File: src/rtl/decode_stage.sv
// decode_stage: instruction decode pipeline register with load-use stall,
// decode-resolved jump with a single wrong-path bubble, and execute flush.
module decode_stage #(
   parameter int PC_W   = 14,
   parameter int DATA_W = 32
) (
   input  logic              clk,
   input  logic              rst,
   input  logic [DATA_W-1:0] opcode_in,
   input  logic [PC_W-1:0]   pc_in,
   input  logic              ex_flush,
   output logic              fetch_en,
   output logic              dec_jump,
   output logic [PC_W-1:0]   dec_target,
   output logic              id_valid,
   output logic [5:0]        id_op,
   output logic [4:0]        id_rd,
   output logic [4:0]        id_rs1,
   output logic [4:0]        id_rs2,
   output logic [DATA_W-1:0] id_imm,
   output logic [PC_W-1:0]   id_pc
);

   localparam logic [5:0] OP_NOP  = 6'h00;
   localparam logic [5:0] OP_LOAD = 6'h23;
   localparam logic [5:0] OP_JMP  = 6'h02;

   typedef enum logic [1:0] {
      st_run    = 2'd0,
      st_stall  = 2'd1,
      st_shadow = 2'd2
   } state_t;

   // sign-extend the 16-bit immediate field to the datapath width
   function automatic logic [DATA_W-1:0] sext16(input logic [15:0] imm);
      return {{(DATA_W-16){imm[15]}}, imm};
   endfunction

   state_t            state_r;
   state_t            state_s;
   logic              bubble_s;
   logic              jump_pend_s;
   logic              hazard_s;
   logic              dec_jump_s;
   logic              fetch_en_s;

   logic              id_valid_r;
   logic [5:0]        id_op_r;
   logic [4:0]        id_rd_r;
   logic [4:0]        id_rs1_r;
   logic [4:0]        id_rs2_r;
   logic [DATA_W-1:0] id_imm_r;
   logic [PC_W-1:0]   id_pc_r;

   // jump and load-use hazard detection from the decode register contents
   always_comb begin
      jump_pend_s = 1'b0;
      hazard_s    = 1'b0;
      dec_jump_s  = 1'b0;
      fetch_en_s  = 1'b1;
      if (id_valid_r && (id_op_r == OP_JMP)) begin
         jump_pend_s = 1'b1;
      end else begin
         jump_pend_s = 1'b0;
      end
      // a jump in decode is never a load, so hazard is naturally suppressed then
      if ((state_r == st_run) && !jump_pend_s && id_valid_r &&
          (id_op_r == OP_LOAD) && (id_rd_r != 5'd0) &&
          ((id_rd_r == opcode_in[20:16]) || (id_rd_r == opcode_in[15:11]))) begin
         hazard_s = 1'b1;
      end else begin
         hazard_s = 1'b0;
      end
      // a flush redirects fetch, so it overrides both jump and stall
      if (ex_flush) begin
         dec_jump_s = 1'b0;
         fetch_en_s = 1'b1;
      end else begin
         dec_jump_s = jump_pend_s;
         fetch_en_s = !hazard_s;
      end
   end

   // next-state and bubble selection
   always_comb begin
      bubble_s = 1'b0;
      state_s  = st_run;
      if (ex_flush) begin
         bubble_s = 1'b1;
         state_s  = st_run;
      end else begin
         case (state_r)
            st_run: begin
               if (jump_pend_s) begin
                  bubble_s = 1'b1;
                  state_s  = st_shadow;
               end else if (hazard_s) begin
                  bubble_s = 1'b1;
                  state_s  = st_stall;
               end else begin
                  bubble_s = 1'b0;
                  state_s  = st_run;
               end
            end
            st_stall: begin
               bubble_s = 1'b0;
               state_s  = st_run;
            end
            st_shadow: begin
               bubble_s = 1'b0;
               state_s  = st_run;
            end
            default: begin
               bubble_s = 1'b1;
               state_s  = st_run;
            end
         endcase
      end
   end

   // state register
   always_ff @(posedge clk or negedge rst) begin
      if (!rst) begin
         state_r <= st_run;
      end else begin
         state_r <= state_s;
      end
   end

   // decode pipeline register: capture, or insert a bubble (pc is held)
   always_ff @(posedge clk or negedge rst) begin
      if (!rst) begin
         id_valid_r <= 1'b0;
         id_op_r    <= OP_NOP;
         id_rd_r    <= 5'd0;
         id_rs1_r   <= 5'd0;
         id_rs2_r   <= 5'd0;
         id_imm_r   <= {DATA_W{1'b0}};
         id_pc_r    <= {PC_W{1'b1}};
      end else if (bubble_s) begin
         id_valid_r <= 1'b0;
         id_op_r    <= OP_NOP;
         id_rd_r    <= 5'd0;
         id_rs1_r   <= 5'd0;
         id_rs2_r   <= 5'd0;
         id_imm_r   <= {DATA_W{1'b0}};
         id_pc_r    <= id_pc_r;
      end else begin
         id_valid_r <= 1'b1;
         id_op_r    <= opcode_in[31:26];
         id_rd_r    <= opcode_in[25:21];
         id_rs1_r   <= opcode_in[20:16];
         id_rs2_r   <= opcode_in[15:11];
         id_imm_r   <= sext16(opcode_in[15:0]);
         id_pc_r    <= pc_in;
      end
   end

   assign fetch_en   = fetch_en_s;
   assign dec_jump   = dec_jump_s;
   assign dec_target = id_imm_r[PC_W-1:0];
   assign id_valid   = id_valid_r;
   assign id_op      = id_op_r;
   assign id_rd      = id_rd_r;
   assign id_rs1     = id_rs1_r;
   assign id_rs2     = id_rs2_r;
   assign id_imm     = id_imm_r;
   assign id_pc      = id_pc_r;

endmodule

File: config.mk
export PLATFORM = sky130hd
export DESIGN_NAME = decode_stage
export DESIGN_NICKNAME = d
export VERILOG_FILES = /design/src/rtl/decode_stage.sv
export SDC_FILE = /design/constraint.sdc
export NUM_CORES = 1
export LEC_CHECK = 0
export ABC_AREA = 1
export CAP_MARGIN = 15
export CORE_MARGIN = 2
export CORE_UTILIZATION = 39
export CTS_BUF_LIST = sky130_fd_sc_hd__clkbuf_16
export CTS_CLUSTER_SIZE = 12
export DETAILED_ROUTE_END_ITERATION = 10
export HOLD_SLACK_MARGIN = 0.1
export PLACE_DENSITY = 0.81
export SETUP_SLACK_MARGIN = 0.5
export SLEW_MARGIN = 20
export SYNTH_ARGS = -nofsm -noshare
export SYNTH_HDL_FRONTEND = slang
export SYNTH_SLANG_ARGS = --single-unit
File: constraint.sdc
create_clock -name clk -period 1.8 [get_ports clk]
set_input_delay 0.36 -clock clk [delete_from_list [all_inputs] [get_ports clk]]
set_output_delay 0.36 -clock clk [all_outputs]
set_load 0.05 [all_outputs]
==> impl_metrics.env, run 1 <==
export IMPL_synthTopCellsByArea="dfrtp_1 (36%), dfstp_2 (15%), buf_4 (11%)"
export IMPL_routedWlPerCell_um=13.7
export IMPL_busiest_layer="met2"
export IMPL_finalNonFillerCells=494
export IMPL_synth_cells=269
export IMPL_io_pins=133
export IMPL_vias_per_cell=4.36
export IMPL_peakVddDrop_mv=0.570
export IMPL_ff2ff_path_depth=14
export IMPL_crit_end="dec_jump"
export IMPL_clkTransAtPathRegs_ns=0.07
export IMPL_diodes=0
export IMPL_synth_most_common_cell="nand2_1"
export IMPL_fmax_mhz=533
export IMPL_crit_family="buffers and inverters"
export IMPL_drt_iter0_drc=69
export IMPL_total_leakage_power_nw=2.34
export IMPL_finalClockSkew_ns=0.00572
export IMPL_crit_chain="buf_4, buf_6, nor2_4, nand3_2, nor3_2, inv_2, nor2_4, buf_12"
export IMPL_grt_ovfl_total=0
export IMPL_grtUsageMet3_pct=5.09
export IMPL_cts_buffer_depth=2
export IMPL_worst_setup_path_start_kind="flop"
export IMPL_synth_seq_area_share_pct=51.4
export IMPL_synth_edf_count=0
export IMPL_grt_util_met2_pct=37.7
export IMPL_synth_common_cells="nand2_1 (54), inv_1 (42), buf_4 (36)"
export IMPL_row_count=28
export IMPL_synth_largest_area_cell="dfrtp_1"
export IMPL_multi_input_area_um2=880
export IMPL_grt_pass1_wl_mm=10.2
export IMPL_first_pass_iters=4
export IMPL_r2r_end="id_pc[10]"
export IMPL_grt_pass1_vias=2127
export IMPL_drv_cap=0
export IMPL_postSynth_asyncResetShare_pct=100
export IMPL_place_inst=448
export IMPL_violations="negative setup slack"
export IMPL_tightest_slew_ns=0.316
export IMPL_synth_seq_cells=49
export IMPL_fp_dieArea_mm2=0.00685
export IMPL_cts_buffers=5
export IMPL_grt_setup_unrepaired="yes"
export IMPL_clk_latency_ns=0.28
export IMPL_yosysWarnings=0
export IMPL_finalWirelength_mm=6.76
export IMPL_setup_violations_final=2
export IMPL_hold_violations=0
export IMPL_relSlewSlack_pct=78.9
export IMPL_chipHeight_um=82.8
export IMPL_vias=2156
export IMPL_crit_slowest_cell="dfrtp_2"
export IMPL_worst_setup_path_type="flop to output port"
export IMPL_drcViolationCount=0
export IMPL_grtUsageMet1_pct=22.3
export IMPL_dpl_cell_area_mm2=0.00370
export IMPL_drv_slew=0
export IMPL_clock_sinks=49
export IMPL_initial_utilization_pct=40.7
export IMPL_cts_root_buffer="clkbuf_16"
export IMPL_h_tree_depth=2
export IMPL_min_period_ns=1.88
export IMPL_area_delta_synth_final_pct=95.9
export IMPL_p_per_area_mw_per_mm2=778
export IMPL_avgSynthCellArea_um2=9.00
export IMPL_synth_top_area_share_pct=36.2
export IMPL_port_buffers=132
export IMPL_dpl_hpwl_mm=4.38
export IMPL_final_seq_area_mm2=0.00126
export IMPL_cp_num_buf_inv=4
export IMPL_max_stage_delay_ns=0.41
export IMPL_synth_fp_nets=319
export IMPL_core_area_mm2=0.00596
export IMPL_outcome="finished, violations left"
export IMPL_r2r_slack_ns=0.01
export IMPL_min_path_type="flop to flop"
export IMPL_design_area_mm2=0.00474
export IMPL_final_nets=468
export IMPL_crit_arrival_ns=1.52
export IMPL_r2r_start="id_op[2]"
export IMPL_worstPathMaxFanout=2
export IMPL_timing_final_ws_setup_ns=-0.0777
export IMPL_cts_tree="built"
export IMPL_synthFlopType="dfrtp_1"
export IMPL_crit_path_end_kind="output port"
export IMPL_synth_cell_types=19
export IMPL_gp_congestion=0.783
export IMPL_crit_required_ns=1.44
export IMPL_fillerInstances=364
export IMPL_drive_above_1_share_pct=57.5
export IMPL_grt_max_degree=27
export IMPL_antenna_left=0
export IMPL_period_share_pct=104
export IMPL_grt_use_total_pct=19.9
export IMPL_startpoint="id_op[2]"
export IMPL_fp_dieW_um=82.8
export IMPL_antenna_found_initial=0
export IMPL_critical_path_depth=8
export IMPL_crit_top_cell="nor2_4"
export IMPL_synth_area_mm2=0.00242
power by group:
| part | internal [mW] | total, mW | switching (mW) |
|---|---|---|---|
| logic | 0.611 | 1.36 | 0.750 |
| registers | 1.21 | 1.28 | 0.0706 |
| clock network | 0.651 | 1.05 | 0.398 |
| total | 2.47 | 3.69 | 1.22 |
worst register-to-register path, delay by kind of cell, from the launching register on:
| family | cells | cell delay (ns) |
|---|---|---|
| and+or+nand+nor | 10 | 0.78 |
| buffers and inverters | 4 | 0.54 |
| DFF | 1 | 0.41 |
stage by stage:
step	TNS (ns)	util [%]	worst slack, ns	hold WS (ns)	total power [mW]
global placement	-6.82	62.1	-0.268	0.259	2.33
finish	-0.145	79.6	-0.0777	0.474	3.69
detailed placement	-7.62	62.1	-0.272	0.263	2.34
global route	-3.24	79.6	-0.186	0.488	3.83
floorplan	0	-	0.168	0.0644	1.95
CTS	-0.177	77.1	-0.113	0.475	3.66
state kept, by name, indices dropped and copies added, names as in the netlist:
register	count
id_imm	16
id_pc	14
id_op	6
id_rd	5
id_rs1	5
state_r	2
id_valid	1
layout make-up:
| class | count | area share [%] |
|---|---|---|
| clock buffer | 5 | 2.64 |
| clock inverter | 3 | 0.871 |
| inverter | 46 | 3.64 |
| multi-input combinational | 132 | 18.5 |
| sequential | 49 | 26.6 |
| tap | 75 | 1.98 |
| timing repair buffer | 184 | 45.8 |
cells by family (layout without fill, tap and decap cells):
| family | Yosys count | count (layout) | synth area share, % |
|---|---|---|---|
| and+or+nand+nor | 129 | 129 | 25.4 |
| buffers and inverters | 88 | 238 | 22.0 |
| DFF | 49 | 49 | 51.4 |
| xor gates and xnor gates | 2 | 2 | 0.724 |
| adders and majority gates | 1 | 1 | 0.517 |
layout by cell type, fill, tap and decap left out, types with 14 or more instances in the layout:
master / Yosys / routed
nand2_2: 2 / 16
inv_1: 42 / 37
buf_4: 36 / 73
clkdlybuf4s50_1: 0 / 37
nor2_4: 0 / 28
buf_12: 4 / 30
nand2_1: 54 / 38
dfrtp_1: 35 / 22
buf_8: 0 / 17
nand3_1: 18 / 16
dfstp_2: 14 / 14
worst min-delay path by stage:
| stage | cells after the start | startpoint | end |
|---|---|---|---|
| finish | 2 | id_pc[9] | id_pc[9] |
| global route | 3 | opcode_in[15] | id_imm[30] |
| CTS | 3 | opcode_in[15] | id_imm[30] |
| detailed placement | 1 | rst | id_imm[14] |
| global placement | 1 | rst | id_imm[13] |
| floorplan | 0 | rst | id_imm[0] |
metal layers:
layer / share of wire, % / vias up
li1: - / 1048
met1: 36 / 1006
met5: 0 / -
met3: 9.0 / 6
met2: 54 / 96
met4: 0.84 / 0
repair_timing:
action                     in CTS  in global routing
pin swaps                      23                  9
setup endpoints to repair      83                 88
hold buffers                    1                  0
gates resized for setup       110                 12
setup buffers                  16                 13
cloned                          8                  0
hold endpoints to repair       10                  0
Note: power is estimated with default switching activity, not from simulation.
==> run 2, diff against run 1 <==
Settings changed: CORE_UTILIZATION 39 to 62, DONT_BUFFER_PORTS set to 1, PLACE_DENSITY 0.81 to 0.78.
==> run 2 against run 1 <==
- worst hold slack got worse by 0.71 ns
- largest cell class is now sequential cells
- fmax fell by 2.2%
- the flow finishes with violations (negative hold slack, negative setup slack)
- cell count decreased by 32%
- core utilization grew 3.8 points
- clock power decreased by 8%
- critical path depth did not move
- clock-buffer cell count up 1
==> impl_metrics.env, run 2 (synthesis results as in run 1) <==
export IMPL_fmax_mhz=521
export IMPL_peakVddDrop_mv=0.693
export IMPL_drv_slew=0
export IMPL_vias_per_cell=5.28
export IMPL_cts_tree="built"
export IMPL_setup_violations_final=49
export IMPL_tightest_slew_ns=0.457
export IMPL_final_nets=337
export IMPL_routedWlPerCell_um=17.6
export IMPL_final_cell_mix="nand2_1 (51), inv_1 (40), nor2_2 (33), buf_4 (28), dfrtp_1 (22)"
export IMPL_grt_pass1_vias=1830
export IMPL_row_count=22
export IMPL_cts_root_buffer="clkbuf_16"
export IMPL_clk_latency_ns=0.29
export IMPL_cts_buffers=5
export IMPL_core_area_mm2=0.00372
export IMPL_finalWirelength_mm=5.93
export IMPL_violations="negative hold slack, negative setup slack"
export IMPL_grt_use_total_pct=27.8
export IMPL_vias=1775
export IMPL_drcViolationCount=0
export IMPL_largest_reg_flops=16
export IMPL_crit_required_ns=1.44
export IMPL_final_util_pct=83.4
export IMPL_fp_dieW_um=66.5
export IMPL_drive_above_1_share_pct=49.0
export IMPL_crit_top_cell="nor2_4"
export IMPL_hold_slack_ns=-0.238
export IMPL_switchingPower_mw=1.07
export IMPL_min_period_ns=1.92
export IMPL_p_int_mw=2.04
export IMPL_antenna_found_initial=0
export IMPL_r2r_start="id_op[3]"
export IMPL_diodes=0
export IMPL_worst_setup_path_start_kind="flop"
export IMPL_crit_chain="nor2_4, nand3_1, nor2_1, nand2_1, nor2_2, nand2_2, nor2_4, inv_4"
export IMPL_cts_buffer_depth=2
export IMPL_clkTransAtPathRegs_ns=0.07
export IMPL_fp_dieArea_mm2=0.00442
export IMPL_relSlewSlack_pct=69.6
export IMPL_initial_utilization_pct=65.2
export IMPL_antenna_left=0
export IMPL_min_path_type="input pin to asynchronous set/reset pin"
export IMPL_grt_ovfl_total=0
export IMPL_finalClockSkew_ns=0.00734
export IMPL_finalNonFillerCells=336
export IMPL_clock_sinks=49
export IMPL_grt_pass1_wl_mm=8.72
export IMPL_drt_iter0_drc=160
export IMPL_place_inst=308
export IMPL_pwr_share_clk_pct=31.1
export IMPL_chipHeight_um=66.5
export IMPL_worst_setup_path_type="flop to output port"
export IMPL_worstPathMaxFanout=3
export IMPL_crit_arrival_ns=1.56
export IMPL_timing_final_ws_setup_ns=-0.120
export IMPL_gp_congestion=0.739
export IMPL_dpl_hpwl_mm=3.24
export IMPL_area_delta_synth_final_pct=28.1
export IMPL_drv_cap=0
export IMPL_crit_path_end_kind="output port"
export IMPL_h_tree_depth=2
export IMPL_grt_setup_unrepaired="yes"
export IMPL_port_buffers=0
export IMPL_crit_slowest_cell="dfrtp_2"
export IMPL_max_stage_delay_ns=0.45
export IMPL_outcome="finished, violations left"
export IMPL_first_pass_iters=4
export IMPL_total_leakage_power_nw=1.59
export IMPL_p_per_area_mw_per_mm2=1010
export IMPL_layout_commonest_cell="nand2_1"
export IMPL_grt_max_degree=50
export IMPL_power_switching_share_pct=34.5
export IMPL_hold_violations=49
export IMPL_p_seq_share_pct=45.5
export IMPL_io_pins=133
export IMPL_startpoint="id_op[3]"
export IMPL_period_share_pct=107
export IMPL_power_frac_comb_pct=23.5
[run 2: cell types whose count changed in the layout (fill, tap and decap cells not counted), sizes merged]
cell / before / now
inv: 46 / 47
clkinvlp: 1 / 0
clkdlybuf4s50: 37 / 0
bufinv: 1 / 0
dlygate4sd3: 1 / 0
buf: 136 / 53
clkbuf: 5 / 6
dlygate4sd2: 10 / 0
[run 2: per-stage QoR]
step	setup WS [ns]	TNS [ns]	cell area (µm²)	total power, mW	hold WS, ns
final	-0.120	-3.05	3100	3.12	-0.238
after detailed placement	0.122	0	2440	1.99	0.0654
after floorplan	0.168	0	2450	1.95	0.0644
after global placement	0.190	0	2440	1.98	0.0651
after CTS	-0.0267	-0.0267	3000	3.07	-0.238
after global routing	-0.170	-5.69	3100	3.22	-0.248
[run 2: what timing repair did]
| item | 4_1_cts | 5_1_grt |
|---|---|---|
| cloned | 7 | 0 |
| setup endpoints to repair | 90 | 95 |
| setup buffers | 9 | 4 |
| pin swaps | 5 | 8 |
| endpoints found under the hold margin | 49 | 49 |
| resized for setup | 32 | 18 |
[run 2: path summary, 6_finish.rpt]
kind                              endpoint  slack [ns]  cells after the start
worst max-delay path              fetch_en       -0.12                      8
worst min-delay path             id_rs1[2]       -0.24                      0
worst max register to register   id_pc[12]       -0.09                     14
worst min register to register    id_pc[0]        0.59                      2
max in group asynchronous         id_pc[9]        1.85                      0
min in group clk                state_r[1]        0.14                      1
[run 2: area by class of cell]
class                      instances  area, µm²
clock buffer                       6        150
clock inverter                     2       7.51
fill                             192        616
inverter                          46        175
multi-input combinational        132        736
sequential                        49       1260
tap                               48       60.1
timing repair buffer              53        709
[run 2: worst max-delay path: cells and delay by family (launching register included)]
family	cells	cell delay, ns
buf+inv	1	0.10
flops	1	0.45
simple gates	7	0.73
[run 2: power groups by stage]
stage | registers (mW) | clock network, mW | logic, mW
final | 1.42 | 0.968 | 0.732
after global routing | 1.42 | 1.03 | 0.768
after CTS | 1.41 | 0.969 | 0.695
after detailed placement | 1.43 | 0 | 0.565
after global placement | 1.42 | 0 | 0.555
after floorplan | 1.55 | 0 | 0.403
[run 2: metal layers]
| metal | vias to the layer above | wire length [µm] | track usage, % |
|---|---|---|---|
| met5 | - | 0 | 0 |
| met3 | 23 | 500 | 10.8 |
| met2 | 121 | 3060 | 46.9 |
| met1 | 838 | 2220 | 30.7 |
| li1 | 793 | - | - |
| met4 | 0 | 154 | 13.0 |
==> run 3, diff against run 2 <==
Settings changed: CORE_UTILIZATION 62 to 60, PLACE_DENSITY 0.78 to 0.76.
Clock period 1.8 ns to 2.3 ns, I/O delays scaled along.
==> run 3 against run 2 <==
- the run now ends clean
- register-to-register slack better by 0.52 ns
- cell count is 4.8% lower
- global-route usage shrank 7.7 points
- via count shrank 11%
- total power shrank 27%
==> impl_metrics.env, run 3 (synthesis results as in run 1) <==
export IMPL_outcome="finished clean"
export IMPL_worst_setup_path_start_kind="flop"
export IMPL_setup_violations_final=0
export IMPL_grt_use_total_pct=20.1
export IMPL_dpl_hpwl_mm=3.10
export IMPL_vias=1577
export IMPL_p_per_area_mw_per_mm2=812
export IMPL_drv_slew=0
export IMPL_first_pass_iters=4
export IMPL_hold_slack_ns=0.240
export IMPL_antenna_left=0
export IMPL_vias_per_cell=4.93
export IMPL_pwr_share_clk_pct=29.7
export IMPL_antenna_found_initial=0
export IMPL_grt_max_degree=50
export IMPL_gp_congestion=0.735
export IMPL_crit_chain="nor2_2, nand3_1, nor3_1, inv_1, nor2_4"
export IMPL_max_stage_delay_ns=0.53
export IMPL_routedWlPerCell_um=13.9
export IMPL_largest_reg_flops=16
export IMPL_switchingPower_mw=0.806
export IMPL_crit_path_end_kind="output port"
export IMPL_fmax_mhz=481
export IMPL_p_int_mw=1.47
export IMPL_min_path_type="input pin to flop"
export IMPL_grt_pass1_wl_mm=6.56
export IMPL_tightest_slew_ns=0.871
export IMPL_worst_setup_path_type="flop to output port"
export IMPL_p_seq_share_pct=49.9
export IMPL_grt_ovfl_total=0
export IMPL_io_pins=133
export IMPL_final_util_pct=71.1
export IMPL_clk_latency_ns=0.28
export IMPL_finalWirelength_mm=4.45
export IMPL_finalClockSkew_ns=0.00645
export IMPL_critical_path_depth=5
export IMPL_initial_utilization_pct=61.4
export IMPL_grt_setup_unrepaired="yes"
export IMPL_tns_ns=0
export IMPL_drv_cap=0
export IMPL_final_nets=319
export IMPL_fp_dieW_um=67.5
export IMPL_cts_root_buffer="clkbuf_16"
export IMPL_worstPathMaxFanout=3
export IMPL_total_leakage_power_nw=1.44
export IMPL_area_delta_synth_final_pct=15.8
export IMPL_port_buffers=0
export IMPL_crit_required_ns=1.84
export IMPL_grt_pass1_vias=1522
export IMPL_diodes=0
export IMPL_crit_arrival_ns=1.62
export IMPL_row_count=23
export IMPL_h_tree_depth=2
export IMPL_min_period_ns=2.08
export IMPL_drt_iter0_drc=81
export IMPL_period_share_pct=90.3
export IMPL_power_switching_share_pct=35.4
export IMPL_cts_tree="built"
export IMPL_chipHeight_um=67.5
export IMPL_core_area_mm2=0.00394
export IMPL_ff2ff_path_depth=13
export IMPL_clkTransAtPathRegs_ns=0.06
export IMPL_relSlewSlack_pct=41.8
export IMPL_cp_num_buf_inv=1
export IMPL_crit_slowest_cell="dfrtp_2"
export IMPL_hold_violations=0
export IMPL_crit_family="simple AND/OR/NAND/NOR gates"
export IMPL_power_frac_comb_pct=20.4
export IMPL_layout_commonest_cell="nand2_1"
export IMPL_clock_sinks=49
export IMPL_final_cell_mix="nand2_1 (52), inv_1 (40), nor2_2 (32), dfrtp_1 (22), buf_4 (19)"
export IMPL_drive_above_1_share_pct=42.6
export IMPL_holdPathStages=1
export IMPL_drcViolationCount=0
export IMPL_fp_dieArea_mm2=0.00456
export IMPL_cts_buffer_depth=2
export IMPL_peakVddDrop_mv=0.605
export IMPL_cts_buffers=5
==> run 3: path summary, 6_finish.rpt <==
path	from	slack (ns)	endpoint
max in group asynchronous	rst	1.34	id_pc[0]
setup / recovery	id_op[2]	0.22	dec_jump
hold reg to reg	id_pc[1]	0.59	id_pc[1]
hold / removal	ex_flush	0.24	state_r[0]
min in group asynchronous	rst	0.68	id_rd[2]
setup reg to reg	id_op[2]	0.43	id_pc[5]
==> run 3: timing repair <==
action	4_1_cts	5_1_grt
cloned	2	3
hold buffers	2	0
endpoints found under the setup margin	45	54
resized for setup	12	13
buffers inserted	4	1
pin swaps	0	1
hold endpoints to repair	49	0
==> run 3: final cells by class <==
class,count,area (µm²)
Timing Repair Buffer,33,422
Multi-Input combinational cell,134,743
Clock inverter,3,12.5
Inverter,46,175
Clock buffer,5,125
Tap cell,50,62.6
Sequential cell,49,1260
Fill cell,318,1140
==> run 3: metal layers <==
metal / GRT usage (%) / routed length [µm]
met1: 20.6 / 1530
met2: 36.3 / 2400
met3: 7.67 / 439
met4: 8.16 / 81
met5: 0 / 0
==> run 3: power by group through the flow <==
stage	Clock (mW)	Sequential, mW	Combinational (mW)
floorplan	0	1.21	0.315
CTS	0.694	1.14	0.444
detailed placement	0	1.15	0.396
global placement	0	1.15	0.388
finish	0.676	1.14	0.463
global route	0.732	1.14	0.499
==> run 3: metrics by stage <==
| step | setup WS (ns) | total power [mW] | cell area [µm²] | instances |
|---|---|---|---|---|
| after floorplan | 0.540 | 1.53 | 2440 | 269 |
| after global placement | 0.324 | 1.54 | 2380 | 300 |
| after detailed placement | 0.286 | 1.54 | 2380 | 300 |
| after CTS | 0.219 | 2.27 | 2680 | 316 |
| after global routing | 0.103 | 2.37 | 2800 | 320 |
| final | 0.223 | 2.28 | 2800 | 320 |
